**config.mk**
```make
export PLATFORM = sky130hd
export DESIGN_NAME = mem_arbiter
export DESIGN_NICKNAME = d
export VERILOG_FILES = /design/src/rtl/mem_arbiter.sv
export SDC_FILE = /design/constraint.sdc
export NUM_CORES = 1
export LEC_CHECK = 0
export ABC_AREA = 1
export CAP_MARGIN = 20
export CORE_MARGIN = 2
export CORE_UTILIZATION = 36
export DETAILED_ROUTE_END_ITERATION = 7
export PLACE_DENSITY = 0.73
export REMOVE_ABC_BUFFERS = 1
export SLEW_MARGIN = 30
export SYNTH_ARGS = -nofsm -noshare
export SYNTH_HDL_FRONTEND = slang
export SYNTH_SLANG_ARGS = --single-unit
```
**constraint.sdc**
```tcl
create_clock -name sys_clk -period 3 [get_ports sys_clk]
set_input_delay 0.6 -clock sys_clk [delete_from_list [all_inputs] [get_ports sys_clk]]
set_output_delay 0.6 -clock sys_clk [all_outputs]
set_load 0.02 [all_outputs]
```
**src/rtl/mem_arbiter.sv**
```systemverilog
// mem_arbiter: shares one 16-bit single-port memory between the CPU
// instruction-fetch port and the CPU data port.
//
// One request is latched at a time and replayed on the memory port.
// Ties are broken round-robin. An access the memory never acknowledges is
// aborted after TIMEOUT bus cycles, and the requester gets an error response.
//
// Ports:
//   sys_clk, sys_rst            rising-edge clock, synchronous active-high reset
//   instr_* (stb/we/addr/data)  instruction-side request; data_o/ack_o/err_o response
//   data_*  (stb/we/addr/data)  data-side request; data_o/ack_o/err_o response
//   mem_stb_o/we_o/addr_o/data_o  memory request
//   mem_data_i/mem_ack_i        memory response
//   grant_o                     current owner: 00 none, 01 instr, 10 data
// All outputs are registered.
module mem_arbiter #(
  parameter int unsigned TIMEOUT = 15,
  parameter int unsigned TO_W    = 4
) (
  input  logic        sys_clk,
  input  logic        sys_rst,
  input  logic        instr_stb_i,
  input  logic        instr_we_i,
  input  logic [15:0] instr_addr_i,
  input  logic [15:0] instr_data_i,
  output logic [15:0] instr_data_o,
  output logic        instr_ack_o,
  output logic        instr_err_o,
  input  logic        data_stb_i,
  input  logic        data_we_i,
  input  logic [15:0] data_addr_i,
  input  logic [15:0] data_data_i,
  output logic [15:0] data_data_o,
  output logic        data_ack_o,
  output logic        data_err_o,
  output logic        mem_stb_o,
  output logic        mem_we_o,
  output logic [15:0] mem_addr_o,
  output logic [15:0] mem_data_o,
  input  logic [15:0] mem_data_i,
  input  logic        mem_ack_i,
  output logic [1:0]  grant_o
);

  localparam logic [1:0] ST_IDLE = 2'd0;
  localparam logic [1:0] ST_BUS  = 2'd1;
  localparam logic [1:0] ST_RESP = 2'd2;

  localparam logic [1:0] GNT_NONE  = 2'b00;
  localparam logic [1:0] GNT_INSTR = 2'b01;
  localparam logic [1:0] GNT_DATA  = 2'b10;

  // Counter value on the last bus cycle before an abort.
  localparam logic [TO_W-1:0] TO_LAST = TO_W'(TIMEOUT - 1);

  logic [1:0]      state_q, state_d;
  logic            last_grant_q, last_grant_d;   // 0 instr, 1 data; also owner while busy
  logic [1:0]      grant_q, grant_d;
  logic [TO_W-1:0] cnt_q, cnt_d;
  logic            mem_stb_q, mem_stb_d;
  logic            mem_we_q, mem_we_d;
  logic [15:0]     mem_addr_q, mem_addr_d;
  logic [15:0]     mem_wdata_q, mem_wdata_d;
  logic [15:0]     instr_rdata_q, instr_rdata_d;
  logic            instr_ack_q, instr_ack_d;
  logic            instr_err_q, instr_err_d;
  logic [15:0]     data_rdata_q, data_rdata_d;
  logic            data_ack_q, data_ack_d;
  logic            data_err_q, data_err_d;
  logic            win_c;                         // 1 when the data side wins in IDLE

  // Next-state and output logic.
  always_comb begin
    state_d       = state_q;
    last_grant_d  = last_grant_q;
    grant_d       = grant_q;
    cnt_d         = cnt_q;
    mem_stb_d     = mem_stb_q;
    mem_we_d      = mem_we_q;
    mem_addr_d    = mem_addr_q;
    mem_wdata_d   = mem_wdata_q;
    instr_rdata_d = instr_rdata_q;
    data_rdata_d  = data_rdata_q;
    instr_ack_d   = 1'b0;
    instr_err_d   = 1'b0;
    data_ack_d    = 1'b0;
    data_err_d    = 1'b0;
    win_c         = 1'b0;

    case (state_q)
      ST_IDLE: begin
        if (instr_stb_i || data_stb_i) begin
          // On a tie, the side that did not win last time goes next.
          win_c        = (instr_stb_i && data_stb_i) ? ~last_grant_q : data_stb_i;
          last_grant_d = win_c;
          grant_d      = win_c ? GNT_DATA : GNT_INSTR;
          mem_we_d     = win_c ? data_we_i   : instr_we_i;
          mem_addr_d   = win_c ? data_addr_i : instr_addr_i;
          mem_wdata_d  = win_c ? data_data_i : instr_data_i;
          mem_stb_d    = 1'b1;
          cnt_d        = '0;
          state_d      = ST_BUS;
        end
      end

      ST_BUS: begin
        cnt_d = cnt_q + TO_W'(1);
        // An ack on the expiry cycle still completes normally.
        if (mem_ack_i) begin
          mem_stb_d = 1'b0;
          state_d   = ST_RESP;
          if (last_grant_q) begin
            data_rdata_d = mem_data_i;
            data_ack_d   = 1'b1;
          end else begin
            instr_rdata_d = mem_data_i;
            instr_ack_d   = 1'b1;
          end
        end else if (cnt_q == TO_LAST) begin
          mem_stb_d = 1'b0;
          state_d   = ST_RESP;
          if (last_grant_q) begin
            data_rdata_d = 16'hFFFF;
            data_ack_d   = 1'b1;
            data_err_d   = 1'b1;
          end else begin
            instr_rdata_d = 16'hFFFF;
            instr_ack_d   = 1'b1;
            instr_err_d   = 1'b1;
          end
        end
      end

      ST_RESP: begin
        // The response pulse is on the outputs this cycle; requests are ignored.
        grant_d = GNT_NONE;
        state_d = ST_IDLE;
      end

      default: begin
        grant_d   = GNT_NONE;
        mem_stb_d = 1'b0;
        state_d   = ST_IDLE;
      end
    endcase
  end

  // State and output registers.
  always_ff @(posedge sys_clk) begin
    if (sys_rst) begin
      state_q       <= ST_IDLE;
      last_grant_q  <= 1'b1;
      grant_q       <= GNT_NONE;
      cnt_q         <= '0;
      mem_stb_q     <= 1'b0;
      mem_we_q      <= 1'b0;
      mem_addr_q    <= '0;
      mem_wdata_q   <= '0;
      instr_rdata_q <= '0;
      instr_ack_q   <= 1'b0;
      instr_err_q   <= 1'b0;
      data_rdata_q  <= '0;
      data_ack_q    <= 1'b0;
      data_err_q    <= 1'b0;
    end else begin
      state_q       <= state_d;
      last_grant_q  <= last_grant_d;
      grant_q       <= grant_d;
      cnt_q         <= cnt_d;
      mem_stb_q     <= mem_stb_d;
      mem_we_q      <= mem_we_d;
      mem_addr_q    <= mem_addr_d;
      mem_wdata_q   <= mem_wdata_d;
      instr_rdata_q <= instr_rdata_d;
      instr_ack_q   <= instr_ack_d;
      instr_err_q   <= instr_err_d;
      data_rdata_q  <= data_rdata_d;
      data_ack_q    <= data_ack_d;
      data_err_q    <= data_err_d;
    end
  end

  assign instr_data_o = instr_rdata_q;
  assign instr_ack_o  = instr_ack_q;
  assign instr_err_o  = instr_err_q;
  assign data_data_o  = data_rdata_q;
  assign data_ack_o   = data_ack_q;
  assign data_err_o   = data_err_q;
  assign mem_stb_o    = mem_stb_q;
  assign mem_we_o     = mem_we_q;
  assign mem_addr_o   = mem_addr_q;
  assign mem_data_o   = mem_wdata_q;
  assign grant_o      = grant_q;

endmodule

```
==> results of run 1 <==
## metal layers
layer	GRT usage [%]	wire, um
met5	0	0
met4	4.98	201
met3	3.99	358
met2	34.2	5520
met1	23.0	4530
## synthesized netlist by cell type (2+ instances only)
cell | count | area, um^2
inv_1 | 72 | 270
buf_1 | 2 | 7.51
or2_2 | 16 | 100
nor2_1 | 68 | 255
nand2_1 | 196 | 736
nor3_1 | 2 | 10.0
o22ai_1 | 2 | 12.5
a21oi_1 | 40 | 200
nand2_2 | 14 | 87.6
nand3_2 | 2 | 20.0
ha_1 | 2 | 25.0
dfxtp_1 | 79 | 1580
nor2_4 | 2 | 22.5
nand3_1 | 41 | 205
buf_2 | 5 | 25.0
buf_6 | 5 | 56.3
o21ai_0 | 2 | 10.0
clkbuf_1 | 14 | 52.6
buf_4 | 4 | 30.0
## metrics by stage
stage / instances / area [um^2]
after detailed placement: 844 / 5370
after floorplan: 544 / 3580
final: 860 / 5560
after global placement: 844 / 5370
after CTS: 860 / 5560
after global routing: 860 / 5560
## where the power goes
| group | total (mW) | internal, mW | leakage (nW) | switching [mW] |
|---|---|---|---|---|
| Clock | 0.766 | 0.382 | 0.0960 | 0.384 |
| Sequential | 1.18 | 1.13 | 0.646 | 0.0470 |
| Combinational | 0.727 | 0.335 | 1.90 | 0.393 |
## worst reg2reg max path, stage by stage, from the launching register on
cell,delay (ns)
dfxtp_1,0.42
inv_1,0.07
ha_1,0.20
nand3_1,0.17
nand2_2,0.11
nand3_2,0.35
nand2_1,0.11
nand2_1,0.08
inv_1,0.03
## area by class of cell
type                            instances  area share [%]
Clock buffer                           10            2.30
Multi-Input combinational cell        392            31.0
Sequential cell                        79            28.4
Timing Repair Buffer                  164            29.2
Tap cell                              136            3.06
Inverter                               73            4.93
Clock inverter                          6            1.10
## registers in the layout (all words and copies together), names as in the netlist
register,flops
data_data_o,16
instr_data_o,16
mem_we_o,1
instr_err_o,1
mem_data_o,16
cnt_q,4
mem_stb_o,1
data_err_o,1
data_ack_o,1
state_q,2
mem_addr_o,16
instr_ack_o,1
grant_o,2
last_grant_q,1
## path summary, 6_finish.rpt
path / end / cells after the start / start
max: mem_data_o[12] / 1 / mem_data_o[12]$_SDFFE_PP0P_
min: mem_data_o[6]$_SDFFE_PP0P_ / 2 / mem_data_o[6]$_SDFFE_PP0P_
max reg2reg: data_data_o[4]$_SDFFE_PP0P_ / 8 / cnt_q[0]$_SDFFE_PP0P_
min reg2reg: mem_data_o[6]$_SDFFE_PP0P_ / 2 / mem_data_o[6]$_SDFFE_PP0P_
## kinds of logic (layout without fill, tap and decap cells)
kind of cell               count (synthesis)  after routing  synth area share [%]
xor gates and xnor gates                   1              1                 0.234
buffers and inverters                    103            253                  11.9
and+or+nand+nor                          343            343                  38.7
DFF                                       79             79                  42.2
AOI/OAI and AO/OA                         46             46                  6.37
adders and majority gates                  2              2                 0.667
==> flow_summary.toml, run 1 <==
[status]
status = "complete, no violations"

[final_layout]
final_core_util_pct = 54.3
drive_gt1_share_pct = 8.01
seq_area_um2 = 1580
area_delta_synth_final_pct = 48.2
final_cell_mix = "196 x nand2_1, 157 x clkdlybuf4s50_1, 79 x dfxtp_1, 72 x inv_1, 68 x nor2_1"
nFillCells = 977
insertedDiodeCount = 0
fin_nets = 808
multi_input_area_um2 = 1720
final_common_cell = "nand2_1"

[synthesis]
ys_types = 25
synth_cells = 574
synth_seq_area_share_pct = 42.2
syn_area_per_cell_um2 = 6.53
yosys_warnings = 0
synthArstFlopShare_pct = 0
synth_area_um2 = 3750
synth-edff-count = 0
synth_seq_cells = 79
synth_flop_cell = "dfxtp_1"

[clock_tree]
cts.path.max_buffers = 2
cts_resized = 0
clkSlewWorstSetupHoldPaths_ns = 0.08
cts_hold_buf = 0
cts_tree = "yes"
numCtsBuffers = 9
clock_latency_ns = 0.35
post_cts_buffers = 0
ctsHtreeMaxLevel = 3
clkSinkCount = 79
root_buffer = "clkbuf_8"

[setup_path]
path_buf_inv = 1
crit_required_ns = 2.40
cp.arrival_ns = 1.34
crit_type = "flip-flop to output pin"
critPathCaptureType = "output pin"
reg2reg_slack_ns = 1.37
crit_chain = "clkdlybuf4s50_1"
slowest_delay_ns = 0.64
crit_family = "buffers and inverters"
critical_path.max_fanout = 2
slowest_stage = "clkdlybuf4s50_1"
crit_path_start_kind = "flip-flop"

[timing]
finalSetupViolations = 0
drv_slew = 0
max_slew.worst_pin.slew_ns = 0.594
whs_ns = 0.466
max_slew_margin_pct = 60.3
timing.final.crit_share_pct = 64.5
layout_setup_ws_ns = 1.06
grt_setup_unrepaired = "no"
tns_ns = 0
period_needed_ns = 1.94
fmax_ghz = 0.517
fin_worst_skew_ns = 0.00670
hold_viol = 0

[global_routing]
grt_pass1_vias = 3529
grt_overflow_total = 0
grt_max_degree = 35
grt_usage_pct = 19.0
antenna_found_initial = 0
grt_pass1_wl_um = 17200

[route]
drt_wl_total_um = 10600
vias = 3853
ant_nets = 0
drt_iter0_markers = 131
detail_route.wl_per_cell_um = 12.3
viasPerCell = 4.48
drc = 0
firstDrtPassIters = 4

[die]
dieHeight_um = 106
initial_utilization_pct = 36.7
die_area_um2 = 11200
chipWidth_um = 106
core_um2 = 10200
row_count = 37
io_pins = 159

[pwr]
power.leakage_nw = 2.64
total_power_mw = 2.67
vdd.ir_drop.worst_mv = 0.265
powerDensity_nw_per_um2 = 480

[placement]
gp_congestion = 0.834
dp_hpwl_um = 7920
numPortBuffers = 158
post-place-ws_ns = 0.739

[run]
cap_violations = 0

[min_path]
min_path_type = "flip-flop to flip-flop"
Power figures use the tool's default switching activity.
==> run 2: changes to the inputs <==
==> constraint.sdc (replaced) <==
create_clock -name sys_clk -period 2 [get_ports sys_clk]
set_input_delay 0.4 -clock sys_clk [delete_from_list [all_inputs] [get_ports sys_clk]]
set_output_delay 0.4 -clock sys_clk [all_outputs]
set_load 0.02 [all_outputs]
==> run 2 against run 1 <==
Critical path type unchanged. Critical endpoint is now data_data_o[12]. Sequential share of layout area is 0.65 points lower. Combinational power is 55% higher. Cell area is 2.3% higher. Hold slack got worse by 0.085 ns. Largest power group unchanged.
==> flow_summary.toml, run 2 (synthesis results as in run 1) <==
[route]
vias = 3930
drc = 0
firstDrtPassIters = 6
detail_route.wl_per_cell_um = 12.6
drt_iter0_markers = 199
ant_nets = 0
viasPerCell = 4.54
drt_wl_total_um = 10900

[setup_path]
rr_startpoint = "cnt_q[0]$_SDFFE_PP0P_"
cp.arrival_ns = 1.35
slowest_delay_ns = 0.62
crit_path_start_kind = "flip-flop"
crit_chain = "clkdlybuf4s50_1"
reg2reg_slack_ns = 0.44
path_buf_inv = 1
crit_family = "buffers and inverters"
cp_num_cells = 1
critPathCaptureType = "output pin"
slowest_stage = "clkdlybuf4s50_1"
crit_required_ns = 1.60
r2r_cells = 8
crit_type = "flip-flop to output pin"
r2r_end = "instr_data_o[12]$_SDFFE_PP0P_"
critical_path.max_fanout = 2

[timing]
timing.final.crit_share_pct = 87.6
max_slew.worst_pin.slew_ns = 0.494
hold_viol = 0
finalSetupViolations = 0
fmax_ghz = 0.571
period_needed_ns = 1.75
drv_slew = 0
layout_setup_ws_ns = 0.247
max_slew_margin_pct = 67.0
tns_ns = 0
grt_setup_unrepaired = "no"
fin_worst_skew_ns = 0.00933

[final_layout]
final_common_cell = "nand2_1"
fin_nets = 813
insertedDiodeCount = 0
area_delta_synth_final_pct = 51.7
final_cell_mix = "196 x nand2_1, 157 x clkdlybuf4s50_1, 79 x dfxtp_1, 72 x inv_1, 68 x nor2_1"
final_core_util_pct = 55.6
drive_gt1_share_pct = 8.64
fin_cells = 865

[run]
cap_violations = 0

[die]
row_count = 37
io_pins = 159
core_um2 = 10200
initial_utilization_pct = 36.7
dieHeight_um = 106
chipWidth_um = 106
die_area_um2 = 11200

[global_routing]
grt_max_degree = 41
grt_pass1_vias = 3830
grt_usage_pct = 19.7
antenna_found_initial = 0
grt_overflow_total = 0
grt_pass1_wl_um = 17900

[clock_tree]
cts_hold_buf = 0
root_buffer = "clkbuf_8"
clkSinkCount = 79
post_cts_buffers = 0
ctsHtreeMaxLevel = 3
numCtsBuffers = 9
clkSlewWorstSetupHoldPaths_ns = 0.09
cts_resized = 0
cts_tree = "yes"
clock_latency_ns = 0.35
cts.path.max_buffers = 2

[placement]
dp.cells = 849
gp_congestion = 0.906
numPortBuffers = 158
dp_hpwl_um = 8010
post-place-ws_ns = 0.0368

[pwr]
vdd.ir_drop.worst_mv = 0.373
p_switching_mw = 1.26
p_clk_share_pct = 32.1
power.leakage_nw = 2.70
p_int_mw = 3.01
comb_power_share_pct = 26.5
seqPwrFrac_pct = 41.4
powerDensity_nw_per_um2 = 750
p_sw_share_pct = 29.5

[min_path]
worstHoldPathCells = 3
hp-start = "sys_rst"
min_to = "last_grant_q$_SDFFE_PP1P_"
min_path_type = "input port to flip-flop"

[status]
status = "complete, no violations"
[run 2: area by class of cell]
| class | instances | area (um^2) |
|---|---|---|
| fillers | 968 | 4540 |
| multi-input cells | 392 | 1720 |
| repair buffers | 169 | 1710 |
| flip-flops and latches | 79 | 1580 |
| inverters | 73 | 274 |
| well taps | 136 | 170 |
| clock buffers | 12 | 155 |
| clock inverters | 4 | 76.3 |
[run 2: how the worst max path moves through the flow]
stage | startpoint | to | slack, ns
2_1_floorplan | last_grant_q$_SDFFE_PP1P_ | mem_addr_o[0]$_SDFFE_PP0P_ | 0.49
3_3_place_gp | mem_ack_i | instr_data_o[15]$_SDFFE_PP0P_ | 0.10
3_5_place_dp | mem_ack_i | instr_data_o[12]$_SDFFE_PP0P_ | 0.04
4_1_cts | data_data_o[8]$_SDFFE_PP0P_ | data_data_o[8] | 0.24
5_1_grt | data_data_o[12]$_SDFFE_PP0P_ | data_data_o[12] | 0.22
6_report | data_data_o[12]$_SDFFE_PP0P_ | data_data_o[12] | 0.25
[run 2: power by group through the flow]
stage / Combinational, mW / Sequential (mW) / Clock [mW]
detailed placement: 1.14 / 1.80 / 0
CTS: 1.14 / 1.77 / 1.40
global placement: 1.12 / 1.80 / 0
global route: 1.24 / 1.78 / 1.48
floorplan: 0.402 / 1.93 / 0
finish: 1.13 / 1.77 / 1.37
[run 2: per-layer routing]
| layer | up-vias | track usage [%] | routed length [um] |
|---|---|---|---|
| met5 | - | 0 | 0 |
| met4 | 0 | 8.08 | 363 |
| met3 | 31 | 4.60 | 479 |
| met2 | 110 | 34.9 | 5510 |
| met1 | 1763 | 22.8 | 4510 |
| li1 | 2026 | - | - |
[run 2: through the flow]
stage	total power, mW	hold slack, ns	instance area [um^2]
final	4.27	0.381	5690
after global routing	4.50	0.395	5690
after CTS	4.31	0.356	5690
after detailed placement	2.94	0.457	5460
after global placement	2.92	0.450	5460
after floorplan	2.34	0.445	3580
==> run 3: changes to the inputs <==
--- a/config.mk
+++ b/config.mk
@@ -7,10 +7,13 @@
 export LEC_CHECK = 0
 export ABC_AREA = 1
 export CAP_MARGIN = 20
+export CELL_PAD_IN_SITES_DETAIL_PLACEMENT = 0
+export CELL_PAD_IN_SITES_GLOBAL_PLACEMENT = 1
 export CORE_MARGIN = 2
-export CORE_UTILIZATION = 36
+export CORE_UTILIZATION = 29
 export DETAILED_ROUTE_END_ITERATION = 7
-export PLACE_DENSITY = 0.73
+export GPL_ROUTABILITY_DRIVEN = 0
+export PLACE_DENSITY = 0.84
 export REMOVE_ABC_BUFFERS = 1
 export SLEW_MARGIN = 30
 export SYNTH_ARGS = -nofsm -noshare
==> run 3 against run 2 <==
Critical path depth unchanged. First-iteration DRC count up 0.50%. Die area increased by 23%. Via count is 1.1% lower. Global-route usage decreased by 3.3 points. Critical path type unchanged.
==> flow_summary.toml, run 3 (synthesis results as in run 1) <==
[timing]
fin_worst_skew_ns = 0.00471
max_slew_margin_pct = 64.5
grt_setup_unrepaired = "no"
whs_ns = 0.310
drv_slew = 0
tns_ns = 0
fmax_ghz = 0.578
layout_setup_ws_ns = 0.271
timing.final.crit_share_pct = 86.5
hold_viol = 0
finalSetupViolations = 0
max_slew.worst_pin.slew_ns = 0.533
period_needed_ns = 1.73

[final_layout]
final_cell_mix = "196 x nand2_1, 157 x clkdlybuf4s50_1, 79 x dfxtp_1, 72 x inv_1, 68 x nor2_1"
area_delta_synth_final_pct = 55.2
drive_gt1_share_pct = 8.77
fin_nets = 814
final_core_util_pct = 46.1
insertedDiodeCount = 0
final_common_cell = "nand2_1"

[placement]
numPortBuffers = 158
post-place-ws_ns = -0.0161
dp_hpwl_um = 8380

[clock_tree]
clock_latency_ns = 0.34
cts_hold_buf = 0
clkSinkCount = 79
clkSlewWorstSetupHoldPaths_ns = 0.06
root_buffer = "clkbuf_16"
cts_tree = "yes"
post_cts_buffers = 0
numCtsBuffers = 9
cts.path.max_buffers = 2
cts_resized = 0
ctsHtreeMaxLevel = 3

[global_routing]
grt_pass1_wl_um = 18500
grt_use_met1_pct = 17.3
grt_pass1_vias = 3932
use_met3_pct = 4.02
grt_util_met2_pct = 31.0
grt_usage_pct = 16.4
grt-busiest-layer = "met2"
grt_max_degree = 38
antenna_found_initial = 0
grt_overflow_total = 0

[die]
chipWidth_um = 118
die_area_um2 = 13900
io_pins = 159
initial_utilization_pct = 29.7
core_um2 = 12600
dieHeight_um = 118
row_count = 41

[pwr]
p_switching_mw = 1.30
power.leakage_nw = 2.75
powerDensity_nw_per_um2 = 789
p_int_mw = 3.30
seqPwrFrac_pct = 38.5
p_clk_share_pct = 36.8
vdd.ir_drop.worst_mv = 0.566
comb_power_share_pct = 24.7
p_sw_share_pct = 28.2

[status]
status = "complete, no violations"

[setup_path]
crit_chain = "clkdlybuf4s50_1"
slowest_stage = "clkdlybuf4s50_1"
crit_family = "buffers and inverters"
crit_type = "flip-flop to output pin"
reg2reg_slack_ns = 0.41
slowest_delay_ns = 0.63
path_buf_inv = 1
cp.arrival_ns = 1.33
crit_path_start_kind = "flip-flop"
critical_path.max_fanout = 2
critPathCaptureType = "output pin"
crit_required_ns = 1.60

[route]
drt_wl_total_um = 11200
ant_nets = 0
detail_route.wl_per_cell_um = 12.4
drt_iter0_markers = 200
viasPerCell = 4.31
drc = 0
firstDrtPassIters = 5
vias = 3888

[run]
cap_violations = 0

[min_path]
min_path_type = "input port to flip-flop"
run 3: metrics by stage:
step           area, um^2  total power [mW]  instances
2_1_floorplan        3580              2.34        544
3_3_place_gp         5510              2.93        886
3_5_place_dp         5510              2.95        886
4_1_cts              5820              4.66        902
5_1_grt              5820              4.83        902
6_report             5820              4.60        902
run 3: layout make-up:
cell class / instances / area, um^2
tap: 172 / 215
fill: 1329 / 6800
sequential: 79 / 1580
clock buffer: 13 / 270
inverter: 73 / 274
clock inverter: 3 / 40.0
multi-input combinational: 392 / 1720
timing repair buffer: 170 / 1720
run 3: metal layers:
metal	share of wire [%]	vias to the layer above
met1	42	1770
met4	2.5	0
met3	3.1	21
met2	53	67
li1	-	2030
met5	0	-
run 3: worst paths after layout:
check	startpoint	cells past startpoint	endpoint
worst min register to register	mem_data_o[2]$_SDFFE_PP0P_	2	mem_data_o[2]$_SDFFE_PP0P_
worst max-delay path	data_data_o[4]$_SDFFE_PP0P_	1	data_data_o[4]
worst max register to register	cnt_q[0]$_SDFFE_PP0P_	8	instr_data_o[7]$_SDFFE_PP0P_
worst min-delay path	sys_rst	2	mem_addr_o[2]$_SDFFE_PP0P_
run 3: power groups by stage:
stage	Clock, mW	Sequential [mW]	Combinational (mW)
floorplan	0	1.93	0.402
global placement	0	1.80	1.13
detailed placement	0	1.81	1.14
CTS	1.74	1.77	1.15
global route	1.80	1.78	1.24
finish	1.69	1.77	1.13
